===== src/rtl/io_mux_pkg.sv =====
// Shared types for the io_mux function-select sequencer and the benches that drive io_mux.
package io_mux_pkg;

  typedef enum logic {
    IDLE = 1'b0,
    DEAD = 1'b1
  } seq_state_e;

  // Select width for a given number of mux functions; never narrower than one bit.
  function automatic int fwidth(input int fcount);
    return (fcount > 1) ? $clog2(fcount) : 1;
  endfunction

endpackage


===== src/rtl/io_sync.sv =====
// Multi-flop synchronizer bringing an asynchronous pin level into the clk domain.
module io_sync #(
  parameter int STAGES = 2
) (
  input  logic clk,
  input  logic rst_n,
  input  logic d,
  output logic q
);

  logic [STAGES-1:0] sync_q;
  logic [STAGES-1:0] sync_d;

  always_comb begin
    sync_d = {sync_q[STAGES-2:0], d};
  end

  always_ff @(posedge clk or negedge rst_n) begin
    if (!rst_n) begin
      sync_q <= '0;
    end else begin
      sync_q <= sync_d;
    end
  end

  assign q = sync_q[STAGES-1];

endmodule


===== src/rtl/io_mux_sequencer.sv =====
// Sequences io_mux function changes so a driven pin is parked undriven for DEADTIME
// cycles before any new function takes over; also synchronizes the pin input.
module io_mux_sequencer
  import io_mux_pkg::*;
#(
  parameter  int RXCOUNT     = 1,
  parameter  int TXCOUNT     = 1,
  parameter  int DEADTIME    = 4,
  parameter  int SYNC_STAGES = 2,
  localparam int FCOUNT      = RXCOUNT + TXCOUNT,
  localparam int FWIDTH      = fwidth(FCOUNT)
) (
  input  logic              clk,
  input  logic              rst_n,
  input  logic              req_valid,
  output logic              req_ready,
  input  logic [FWIDTH-1:0] req_select,
  output logic [FWIDTH-1:0] mux_select,
  input  logic              pin_in_raw,
  output logic              pin_in_sync,
  output logic              busy,
  output logic              err_range
);

  localparam int CW = $clog2(DEADTIME + 1);

  // One extra bit so FCOUNT itself is representable when it is a power of two.
  localparam logic [FWIDTH:0] FCOUNT_X  = FCOUNT[FWIDTH:0];
  localparam logic [FWIDTH:0] RXCOUNT_X = RXCOUNT[FWIDTH:0];
  localparam logic [CW-1:0]   DEAD_LOAD = CW'(DEADTIME);
  localparam logic [CW-1:0]   CNT_LAST  = CW'(1);

  seq_state_e        state_q, state_d;
  logic [FWIDTH-1:0] mux_select_q, mux_select_d;
  logic [FWIDTH-1:0] target_q, target_d;
  logic [CW-1:0]     cnt_q, cnt_d;
  logic              err_range_q, err_range_d;
  logic              req_ready_q, req_ready_d;
  logic              busy_q, busy_d;

  always_comb begin
    state_d      = state_q;
    mux_select_d = mux_select_q;
    target_d     = target_q;
    cnt_d        = cnt_q;
    err_range_d  = 1'b0;

    case (state_q)
      IDLE: begin
        if (req_valid && req_ready_q) begin
          if ({1'b0, req_select} >= FCOUNT_X) begin
            err_range_d = 1'b1;
          end else if (req_select != mux_select_q) begin
            if ({1'b0, mux_select_q} < RXCOUNT_X) begin
              mux_select_d = req_select;
            end else begin
              // Leaving an output function: park on input 0 so the pin goes undriven first.
              mux_select_d = '0;
              target_d     = req_select;
              cnt_d        = DEAD_LOAD;
              state_d      = DEAD;
            end
          end
        end
      end
      DEAD: begin
        if (cnt_q == CNT_LAST) begin
          mux_select_d = target_q;
          cnt_d        = '0;
          state_d      = IDLE;
        end else begin
          cnt_d = cnt_q - CNT_LAST;
        end
      end
      default: begin
        state_d = IDLE;
      end
    endcase

    req_ready_d = (state_d == IDLE);
    busy_d      = (state_d == DEAD);
  end

  always_ff @(posedge clk or negedge rst_n) begin
    if (!rst_n) begin
      state_q      <= IDLE;
      mux_select_q <= '0;
      target_q     <= '0;
      cnt_q        <= '0;
      err_range_q  <= 1'b0;
      req_ready_q  <= 1'b1;
      busy_q       <= 1'b0;
    end else begin
      state_q      <= state_d;
      mux_select_q <= mux_select_d;
      target_q     <= target_d;
      cnt_q        <= cnt_d;
      err_range_q  <= err_range_d;
      req_ready_q  <= req_ready_d;
      busy_q       <= busy_d;
    end
  end

  io_sync #(
    .STAGES(SYNC_STAGES)
  ) u_io_sync (
    .clk  (clk),
    .rst_n(rst_n),
    .d    (pin_in_raw),
    .q    (pin_in_sync)
  );

  assign mux_select = mux_select_q;
  assign req_ready  = req_ready_q;
  assign busy       = busy_q;
  assign err_range  = err_range_q;

endmodule


===== config.mk =====
export PLATFORM = sky130hd
export DESIGN_NAME = io_mux_sequencer
export DESIGN_NICKNAME = d
export VERILOG_FILES = /design/src/rtl/io_mux_pkg.sv /design/src/rtl/io_sync.sv /design/src/rtl/io_mux_sequencer.sv
export SDC_FILE = /design/constraint.sdc
export NUM_CORES = 1
export LEC_CHECK = 0
export BUFFER_PORTS_ARGS = -buffer_cell sky130_fd_sc_hd__buf_2
export CAP_MARGIN = 20
export CELL_PAD_IN_SITES_DETAIL_PLACEMENT = 1
export CELL_PAD_IN_SITES_GLOBAL_PLACEMENT = 1
export CORE_AREA = 2 2 39 41
export DETAILED_ROUTE_END_ITERATION = 16
export DIE_AREA = 0 0 41 43
export PLACE_DENSITY = 0.75
export SYNTH_ARGS = -nofsm -noshare
export SYNTH_HDL_FRONTEND = slang
export SYNTH_SLANG_ARGS = --single-unit

===== constraint.sdc =====
create_clock -name clk -period 2 [get_ports clk]
set_clock_uncertainty 0.05 [all_clocks]
set_input_delay 0.5 -clock clk [delete_from_list [all_inputs] [get_ports clk]]
set_output_delay 0.5 -clock clk [all_outputs]
set_load 0.1 [all_outputs]

; Word-level counts from Yosys, hierarchy flattened
; Cells that the tools add are included.
[op_classes]
n_addsub = 1
n_mul = 0
n_div = 0
n_lt_le_gt_ge = 1
eq_ne = 6
n_shift = 0
mux = 15
bitwise = 3
n_reduce_logical = 4
[ops]
columns = cell, count
row1 = 3-bit 2-to-1 mux, 4
row2 = 1-bit 2-to-1 mux, 8
row3 = "2-bit != test, second input constant", 3
row4 = 3-bit case mux with 2 select lines, 1
row5 = 3-bit AND reduction, 2
row6 = 1-bit case mux with 2 select lines, 2
row7 = 4-bit AND reduction, 1
row8 = "3-bit by 1-bit equality test with 1-bit output, second input constant", 1
row9 = 1-bit NOT, 3
row10 = "3-bit by 1-bit subtractor with 3-bit output, second input constant", 1
row11 = "2-bit by 1-bit != test with 1-bit output, second input constant", 1
row12 = 1-bit logical AND, 1
row13 = "1-bit less-than comparator, second input constant", 1
row14 = 1-bit != test, 1
[word_totals]
ff_bits = 9
latch_bits = 0
mem_bits_rw = 0
romBits = 0
input_bits = 5
out_inout_bits = 5
word_cells = 36
mem_count = 0

; Longest topological paths before layout
; Gate-level depths: netlist (run 1).
[depth]
ltp_word = 6
mapped_depth = 5
ltp_nobuf = 5

; Hierarchy
; Synthesis (run 1) repeated with hierarchy kept, for this count alone.
[hier_totals]
hier_cells = 40
hier_area_um2 = 470.5
[modules_own_cells]
columns = mod, instances, cells_per_inst, area_per_inst_um2, seq_area_each_um2
row1 = io_mux_sequencer, 1, 38, 420.4, 176.4
row2 = io_sync, 1, 2, 50.0, 50.0

; Worst setup path before layout (run 1)
; OpenSTA, ideal clock, no wires.
[synth_timing]
kind = flip-flop to flip-flop
start = register mux_select_q, in the netlist mux_select
end = register target_q
arrival_time_ns = 1.827
path_slack_ns = -0.006
path_stages_with_launch = 5
n_path_buf = 0
synth_period_minus_slack_ns = 2.006
path_cell_list = dfrtp_1 -> ha_1 -> nand4b_1 -> o21ai_0 -> o31ai_1
[synth_via]
elab_chain_len = 3
[synth_rtl]
columns = element, line
row1 = start: declaration, io_mux_sequencer.sv:34  ; logic [FWIDTH-1:0] mux_select_q, mux_select_d;
row2 = start signal: assignment, io_mux_sequencer.sv:95  ; mux_select_q <= mux_select_d;
row3 = 1-bit less-than comparator, io_mux_sequencer.sv:54  ; if ({1'b0, mux_select_q} < RXCOUNT_X) begin
row4 = 1-bit NOT (no source line), --
row5 = 4-bit AND reduction (no source line) *, --
row6 = end signal: assignment, io_mux_sequencer.sv:96  ; target_q <= target_d;
row7 = end: declaration, io_mux_sequencer.sv:35  ; logic [FWIDTH-1:0] target_q, target_d;
; Every way passes the cells marked *; elsewhere a longest branch is shown, timed or not.
; A chain may end at the register's enable or synchronous reset.

; Worst setup path after layout (run 1)
[layout_timing]
start = register req_ready_q, in the netlist req_ready
end = output port req_ready
[layout_rtl]
columns = element, line
row1 = start: declaration, io_mux_sequencer.sv:38  ; logic req_ready_q, req_ready_d;
row2 = start signal: assignment, io_mux_sequencer.sv:99  ; req_ready_q <= req_ready_d;
row3 = end: declaration, io_mux_sequencer.sv:16  ; output logic req_ready,
; No word-level cell between the ends.

==> key figures, run 1 <==
Run status
  • Status: complete, no violations

Clock network
  • CTS Root Cell: clkbuf_4
  • Worst-path clk slew: 60 ps
  • Clock buffer depth: 2
  • TritonCTS clock tree: done
  • Hold_buf cts: 0
  • Worst-skew pair later-pin latency: about 260 ps
  • Sink Count: 9
  • Post-CTS Resized: 0
  • Postcts setup bufs: 0
  • Total CTS buffers: 3
  • H-Tree Depth: 1

Routing
  • Final ANT Viol Nets: 0
  • Starting DRC count in detailed routing: 2
  • Via Count: about 330
  • # DRC: 0
  • DRT Pass-1 Iters: 4
  • Avg WL per Cell: roughly 14 um
  • Final wirelength: between 900 and 1000 um
  • Vias per cell: between 4 and 5

Synthesis
  • Register area share after synthesis: slightly below 50%
  • Yosys cell types: 20
  • Post-Syn Area: about 460 um^2
  • Net Count, Synth: between 40 and 50
  • Synth warn: 0
  • #FFs+latches synth: 9
  • Syn avg cell area: between 10 and 15 um^2
  • Post-Synthesis Cells: 40

STA
  • Tmin final: ~1800 ps
  • Final Setup Violations: 0
  • Hold Slack: between 20 and 30 ps
  • Fin. Hold Viols: 0
  • Final critical-path share of the clock period: between 90 and 100%
  • Slew Limit Fails: 0
  • Setup tns final: 0 ps
  • RSZ-0062 raised after global routing: false
  • Max Clk Rate: between 500 and 600 MHz

Die
  • Initial core utilization: ~33%
  • Cell row count: 14
  • Die area: around 0.0018 mm^2
  • Height of the die: 43 um
  • Chip width: 41 um
  • Core ar.: approximately 0.0014 mm^2
  • I/O pins: 10

Setup path
  • FF-to-FF Start: mux_select
  • CP delay by family, top: flip-flops
  • Critical path class: flop to output port
  • CP max stage delay: 560 ps
  • Worst-path cell with the longest stage delay: dfstp_2
  • Setup crit end kind: output port
  • Crit-path cells: buf_2
  • Crit path buf inv count: 1
  • Worst EP arrival: about 1300 ps
  • Crit start category: flop
  • R2R cell count: 4
  • Reg-to-reg endpoint: target_q
  • Worst path required time: 1450 ps
  • Worst path depth: 1
  • Setup crit end: req_ready
  • Max FO, Critical Path: 4
  • Reg2reg setup slack: 460 ps
  • Critical Path Start: req_ready

Global routing
  • First-pass GRT wire length: about 1400 um
  • GRT Total Usage: 12.9%
  • Initial antenna violation count: 0
  • Overflow after GRT: 0
  • Number of global-route vias before repair: roughly 340
  • Largest net degree at the start of global routing: 12

Final layout
  • Antenna diodes: 0
  • Final core utilization: between 30 and 40%
  • Post-layout net count: 61
  • P&R area growth vs syn: 16.6%
  • Final instance area: 536 um^2
  • Share of cells above drive strength 1: 29.4%

Placed design
  • Port Buffers: 8
  • Post-DP HPWL: about 650 um
  • Dpl cell area: 509 um^2
  • GPL Wtd Cong: 0.710

Min path
  • Worst Hold Class: primary input to asynchronous set/reset pin

Flow run
  • Max_cap viols: 0
-- worst min-delay path by stage --
| stage | depth (start not counted) | startpoint | to |
|---|---|---|---|
| after floorplan | 0 | rst_n | busy |
| after global placement | 0 | u_io_sync.sync_q[0] | u_io_sync.sync_q[1] |
| after detailed placement | 0 | u_io_sync.sync_q[0] | u_io_sync.sync_q[1] |
| after CTS | 1 | rst_n | cnt_q[0] |
| after global routing | 1 | rst_n | cnt_q[0] |
| final | 1 | rst_n | busy |
-- Yosys cell counts, drive strengths merged --
cell | instances | area [um^2]
and2 | 1 | 6.26
nand4b | 2 | 17.5
ha | 4 | 50.1
o21ai | 3 | 15.0
conb | 1 | 3.75
o211ai | 1 | 7.51
nand4 | 1 | 6.26
and4bb | 1 | 12.5
dfstp | 1 | 26.3
dfrtp | 8 | 200
nand3b | 1 | 7.51
a21o | 1 | 7.51
nand2 | 2 | 7.51
buf | 2 | 18.8
mux2i | 3 | 30.0
a31oi | 1 | 12.5
o31ai | 1 | 7.51
inv | 6 | 22.5
-- cells in the final DEF, fill, tap and decap left out --
cell type / n
nand4_1: 1
nand4b_1: 2
mux2i_1: 3
o211ai_1: 1
clkbuf_1: 1
conb_1: 1
and4bb_1: 1
and2_1: 1
buf_2: 8
a21o_1: 1
dfstp_2: 1
nand2_1: 2
dfrtp_2: 1
buf_4: 1
nand3b_1: 1
inv_1: 6
clkbuf_4: 3
ha_1: 4
o21ai_1: 1
o31ai_1: 1
a31oi_2: 1
dfrtp_1: 7
o21ai_0: 2
-- state kept, by name, summed over array words and instances (netlist names) --
register	count
u_io_sync.sync_q	2
mux_select	1
target_q	1
busy	1
cnt_q	3
req_ready	1
-- final cells by class --
cell class              count  area, um^2
fillers                   172         848
flip-flops and latches      9         228
inverters                   6        22.5
well taps                  16        20.0
multi-input cells          23         191
repair buffers              9        47.5
clock buffers               4        26.3
-- stage by stage --
stage / setup WS (ps) / cells
2_1_floorplan: 309 / 40
3_3_place_gp: 285 / 63
3_5_place_dp: 221 / 63
4_1_cts: 190 / 67
5_1_grt: 161 / 67
6_report: 196 / 67
-- layer usage --
layer / routed length, um / global-route usage [%] / up-vias
met5: 0 / 0 / -
met4: 17 / 4.00 / 0
met3: 67 / 6.28 / 2
met2: 459 / 21.3 / 10
met1: 369 / 13.5 / 162
li1: - / - / 158
-- logic make-up (layout without fill, tap and decap cells) --
group	count (synthesis)	after routing	share of synthesized area [%]
AOI/OAI and AO/OA	7	7	10.9
adders and majority gates	4	4	10.9
DFF	9	9	49.3
other	1	1	0.817
muxes	3	3	6.54
and+or+nand+nor	8	8	12.5
buffers and inverters	8	19	8.99
Power of run 1 is left out: the tool's default activity adds up to more than one toggle a clock period on the data nets, which glitch-free logic cannot reach.
==> run 2, diff against run 1 <==
--- a/config.mk
+++ b/config.mk
@@ -5,6 +5,7 @@
 export SDC_FILE = /design/constraint.sdc
 export NUM_CORES = 1
 export LEC_CHECK = 0
+export ABC_AREA = 1
 export BUFFER_PORTS_ARGS = -buffer_cell sky130_fd_sc_hd__buf_2
 export CAP_MARGIN = 20
 export CELL_PAD_IN_SITES_DETAIL_PLACEMENT = 1
@@ -12,7 +13,7 @@
 export CORE_AREA = 2 2 39 41
 export DETAILED_ROUTE_END_ITERATION = 16
 export DIE_AREA = 0 0 41 43
-export PLACE_DENSITY = 0.75
+export PLACE_DENSITY = 0.79
 export SYNTH_ARGS = -nofsm -noshare
 export SYNTH_HDL_FRONTEND = slang
 export SYNTH_SLANG_ARGS = --single-unit
==> run 2 against run 1 <==
Maximum frequency grew 0.48%. Final cell count is 24% higher. Sequential cell count is the same. Critical path type unchanged.
==> key figures, run 2 <==
Run status
  • Status: complete, no violations

Die
  • Cell row count: 14 (unchanged)
  • Initial core utilization: 33.8% (+0.63 points)
  • Die area: 0.00176 mm^2 (unchanged)
  • Height of the die: 43 um (unchanged)
  • I/O pins: 10 (unchanged)
  • Chip width: 41 um (unchanged)
  • Core ar.: 0.00138 mm^2 (unchanged)

Routing
  • Vias per cell: 4.54 (-8.3%)
  • Final ANT Viol Nets: 0 (unchanged)
  • DRT Pass-1 Iters: 4 (unchanged)
  • Via Count: 377 (+14%)
  • Avg WL per Cell: 12.0 um (-12%)
  • Starting DRC count in detailed routing: 3 (+1)
  • # DRC: 0 (unchanged)
  • Final wirelength: 998 um (+9.2%)

Synthesis
  • Syn avg cell area: 8.36 um^2 (-27%)
  • Net Count, Synth: 65 (+33%)
  • Async S/R FF share, synth: 100% (unchanged)
  • Synth warn: 0 (unchanged)
  • Simple-gate area share of the yosys netlist: 26.5% (+14 points)
  • Register area share after synthesis: 48.4% (-0.92 points)
  • #FFs+latches synth: 9 (unchanged)
  • Post-Syn Area: 468 um^2 (+1.9%)
  • Largest family of logic cells by synthesized area: simple AND/OR/NAND/NOR gates
  • Synth top area share: 42.8% (-0.82 points)
  • Top-count cell post-synth: nand2_1
  • Post-Synth XOR/XNOR Area: 1.87% (+1.9 points)
  • Top cells by count, synth: 21 x nand2_1, 8 x dfrtp_1, 5 x inv_1
  • Synth top area cells: dfrtp_1 43%, nand2_1 17%, ha_1 11%, dfstp_2 5.6%, nand3_1 4.3%
  • Adder-cell share of the synthesized area: 10.7% (-0.20 points)
  • Ys flop type: dfrtp_1
  • Synth Area in Compound Gates: 2.94% (-8.0 points)
  • Mux share of post-synthesis cell area: 0% (-6.5 points)
  • Post-Synthesis Cells: 56 (+40%)
  • EDFF count, synth: 0 (unchanged)
  • Yosys cell types: 16 (-20%)
  • Cell accounting for the most synthesized area: dfrtp_1

Min path
  • Worst Hold Class: primary input to asynchronous set/reset pin

Pwr
  • Lkg Pwr: 0.311 nW
  • Power Density: 1730 mW/mm^2
  • Worst vdd rail ir drop: 0.606 mV

Global routing
  • GR met2 Demand/Resource: 23.4% (+2.2 points)
  • M1 GR Usage: 16.4% (+2.9 points)
  • Initial antenna violation count: 0 (unchanged)
  • GRT Total Usage: 14.5% (+1.6 points)
  • Largest net degree at the start of global routing: 10 (-2)
  • Number of global-route vias before repair: 382 (+14%)
  • First-pass GRT wire length: 1610 um (+12%)
  • GR peak layer: met2
  • Overflow after GRT: 0 (unchanged)
  • Global routing usage on met3: 3.14% (-3.1 points)

Final layout
  • Post-layout net count: 77 (+26%)
  • Final core utilization: 39.5% (+0.81 points)
  • Sequential Area: 226 um^2 (-0.55%)
  • Max FFs per register: 3 (unchanged)
  • Antenna diodes: 0 (unchanged)
  • Commonest non-fill, non-tap cells in the layout: 21 x nand2_1, 8 x dfrtp_1, 8 x buf_2, 5 x inv_1
  • Final instance area: 547 um^2 (+2.1%)
  • Share of cells above drive strength 1: 28.4% (-1.1 points)
  • Final non-filler cell total: 83 (+24%)
  • Biggest regs: cnt_q: 3 flops, u_io_sync.sync_q: 2 flops
  • P&R area growth vs syn: 16.8%
  • Multi-input logic area: 200 um^2 (+4.6%)
  • Commonest non-fill, non-tap cell in the layout: nand2_1
  • Largest reg by FF count: cnt_q
  • Filler cells: 180 (+4.7%)

Clock network
  • Sink Count: 9 (unchanged)
  • Clock buffer depth: 2 (unchanged)
  • Worst-skew pair later-pin latency: 260 ps (about the same)
  • Hold_buf cts: 0 (unchanged)
  • Postcts setup bufs: 0 (unchanged)
  • TritonCTS clock tree: done
  • Worst-path clk slew: 70 ps (about the same)
  • CTS Root Cell: clkbuf_4
  • Total CTS buffers: 3 (unchanged)
  • Post-CTS Resized: 0 (unchanged)
  • H-Tree Depth: 1 (unchanged)

Placed design
  • Post-DP HPWL: 788 um (+21%)
  • Dpl cell area: 520 um^2 (+2.2%)
  • GPL Wtd Cong: 0.712 (+0.37%)
  • Port Buffers: 8 (unchanged)
  • Post-placement cell count: 79 (+25%)

Setup path
  • Worst EP arrival: 1250 ps (about the same)
  • R2R cell count: 5 (+1)
  • Max FO, Critical Path: 3 (-1)
  • Critical Path Start: req_ready
  • CP max stage delay: 540 ps (-20 ps)
  • Worst path required time: 1450 ps (about the same)
  • Reg-to-reg endpoint: cnt_q[0]
  • Crit start category: flop
  • Crit path buf inv count: 1 (unchanged)
  • FF-to-FF Start: mux_select
  • Reg2reg setup slack: 700 ps (+240 ps)
  • Worst-path cell with the longest stage delay: dfstp_2
  • Critical path class: flop to output port
  • CP delay by family, top: flip-flops
  • Setup crit end kind: output port
  • Crit-path cells: buf_2

STA
  • Fin. Hold Viols: 0 (unchanged)
  • Final critical-path share of the clock period: 89.8% (-0.43 points)
  • Setup tns final: 0 ps (unchanged)
  • Tmin final: 1800 ps (-8.56 ps)
  • Slew Limit Fails: 0 (unchanged)
  • Max Clk Rate: 557 MHz (+0.48%)
  • RSZ-0062 raised after global routing: false
  • Final Setup Violations: 0 (unchanged)

Flow run
  • Max_cap viols: 0 (unchanged)
-- run 2: changes by cell type after synthesis, sizes merged, moves of 2 or more --
cell,previous run,this run
nand2,2,22
nand3,0,4
inv,6,9
mux2i,3,0
nand4b,2,0
-- run 2: final cells by class --
class,count,share of cell area (%)
Clock buffer,4,4.81
Multi-Input combinational cell,37,36.6
Tap cell,16,3.66
Timing Repair Buffer,8,7.32
Inverter,9,6.18
Sequential cell,9,41.4
-- run 2: kinds of logic (layout without fill, tap and decap cells) --
kind of cell / count (synthesis) / in the layout
compound gates: 2 / 2
xor+xnor: 1 / 1
fa+ha+maj: 4 / 4
buf+inv: 10 / 21
flops: 9 / 9
other cells: 1 / 1
simple gates: 29 / 29
-- run 2: worst max-delay path by stage --
stage | slack [ps] | cells past startpoint | end
CTS | 200 | 1 | req_ready
floorplan | 100 | 7 | mux_select
detailed placement | 480 | 7 | cnt_q[0]
finish | 200 | 1 | req_ready
global placement | 520 | 1 | req_ready
global route | 170 | 1 | req_ready
-- run 2: worst reg2reg max path, cell delays in order (launching register included) --
cell	delay, ps
dfrtp_1	430
ha_1	330
o21ai_1	160
nand2_1	100
nand2_1	70
nand2_1	50
-- run 2: metrics by stage --
step / power [mW] / hold slack [ps] / setup slack (ps)
floorplan: 0.711 / 154 / 101
CTS: 0.961 / 32.0 / 202
global route: 1.03 / 24.2 / 169
global placement: 0.790 / 282 / 515
finish: 0.946 / 30.2 / 205
detailed placement: 0.808 / 319 / 480
-- run 2: where the power goes --
part	internal [mW]	switching [mW]	leakage, nW
logic	0.121	0.366	0.188
registers	0.255	0.0570	0.109
clock network	0.0771	0.0699	0.0150
-- run 2: layer usage --
metal	vias up	routed length (um)
met5	-	0
met4	0	31
met3	4	20
met2	8	513
met1	175	432
li1	190	-
(Power assumes the default switching activity.)
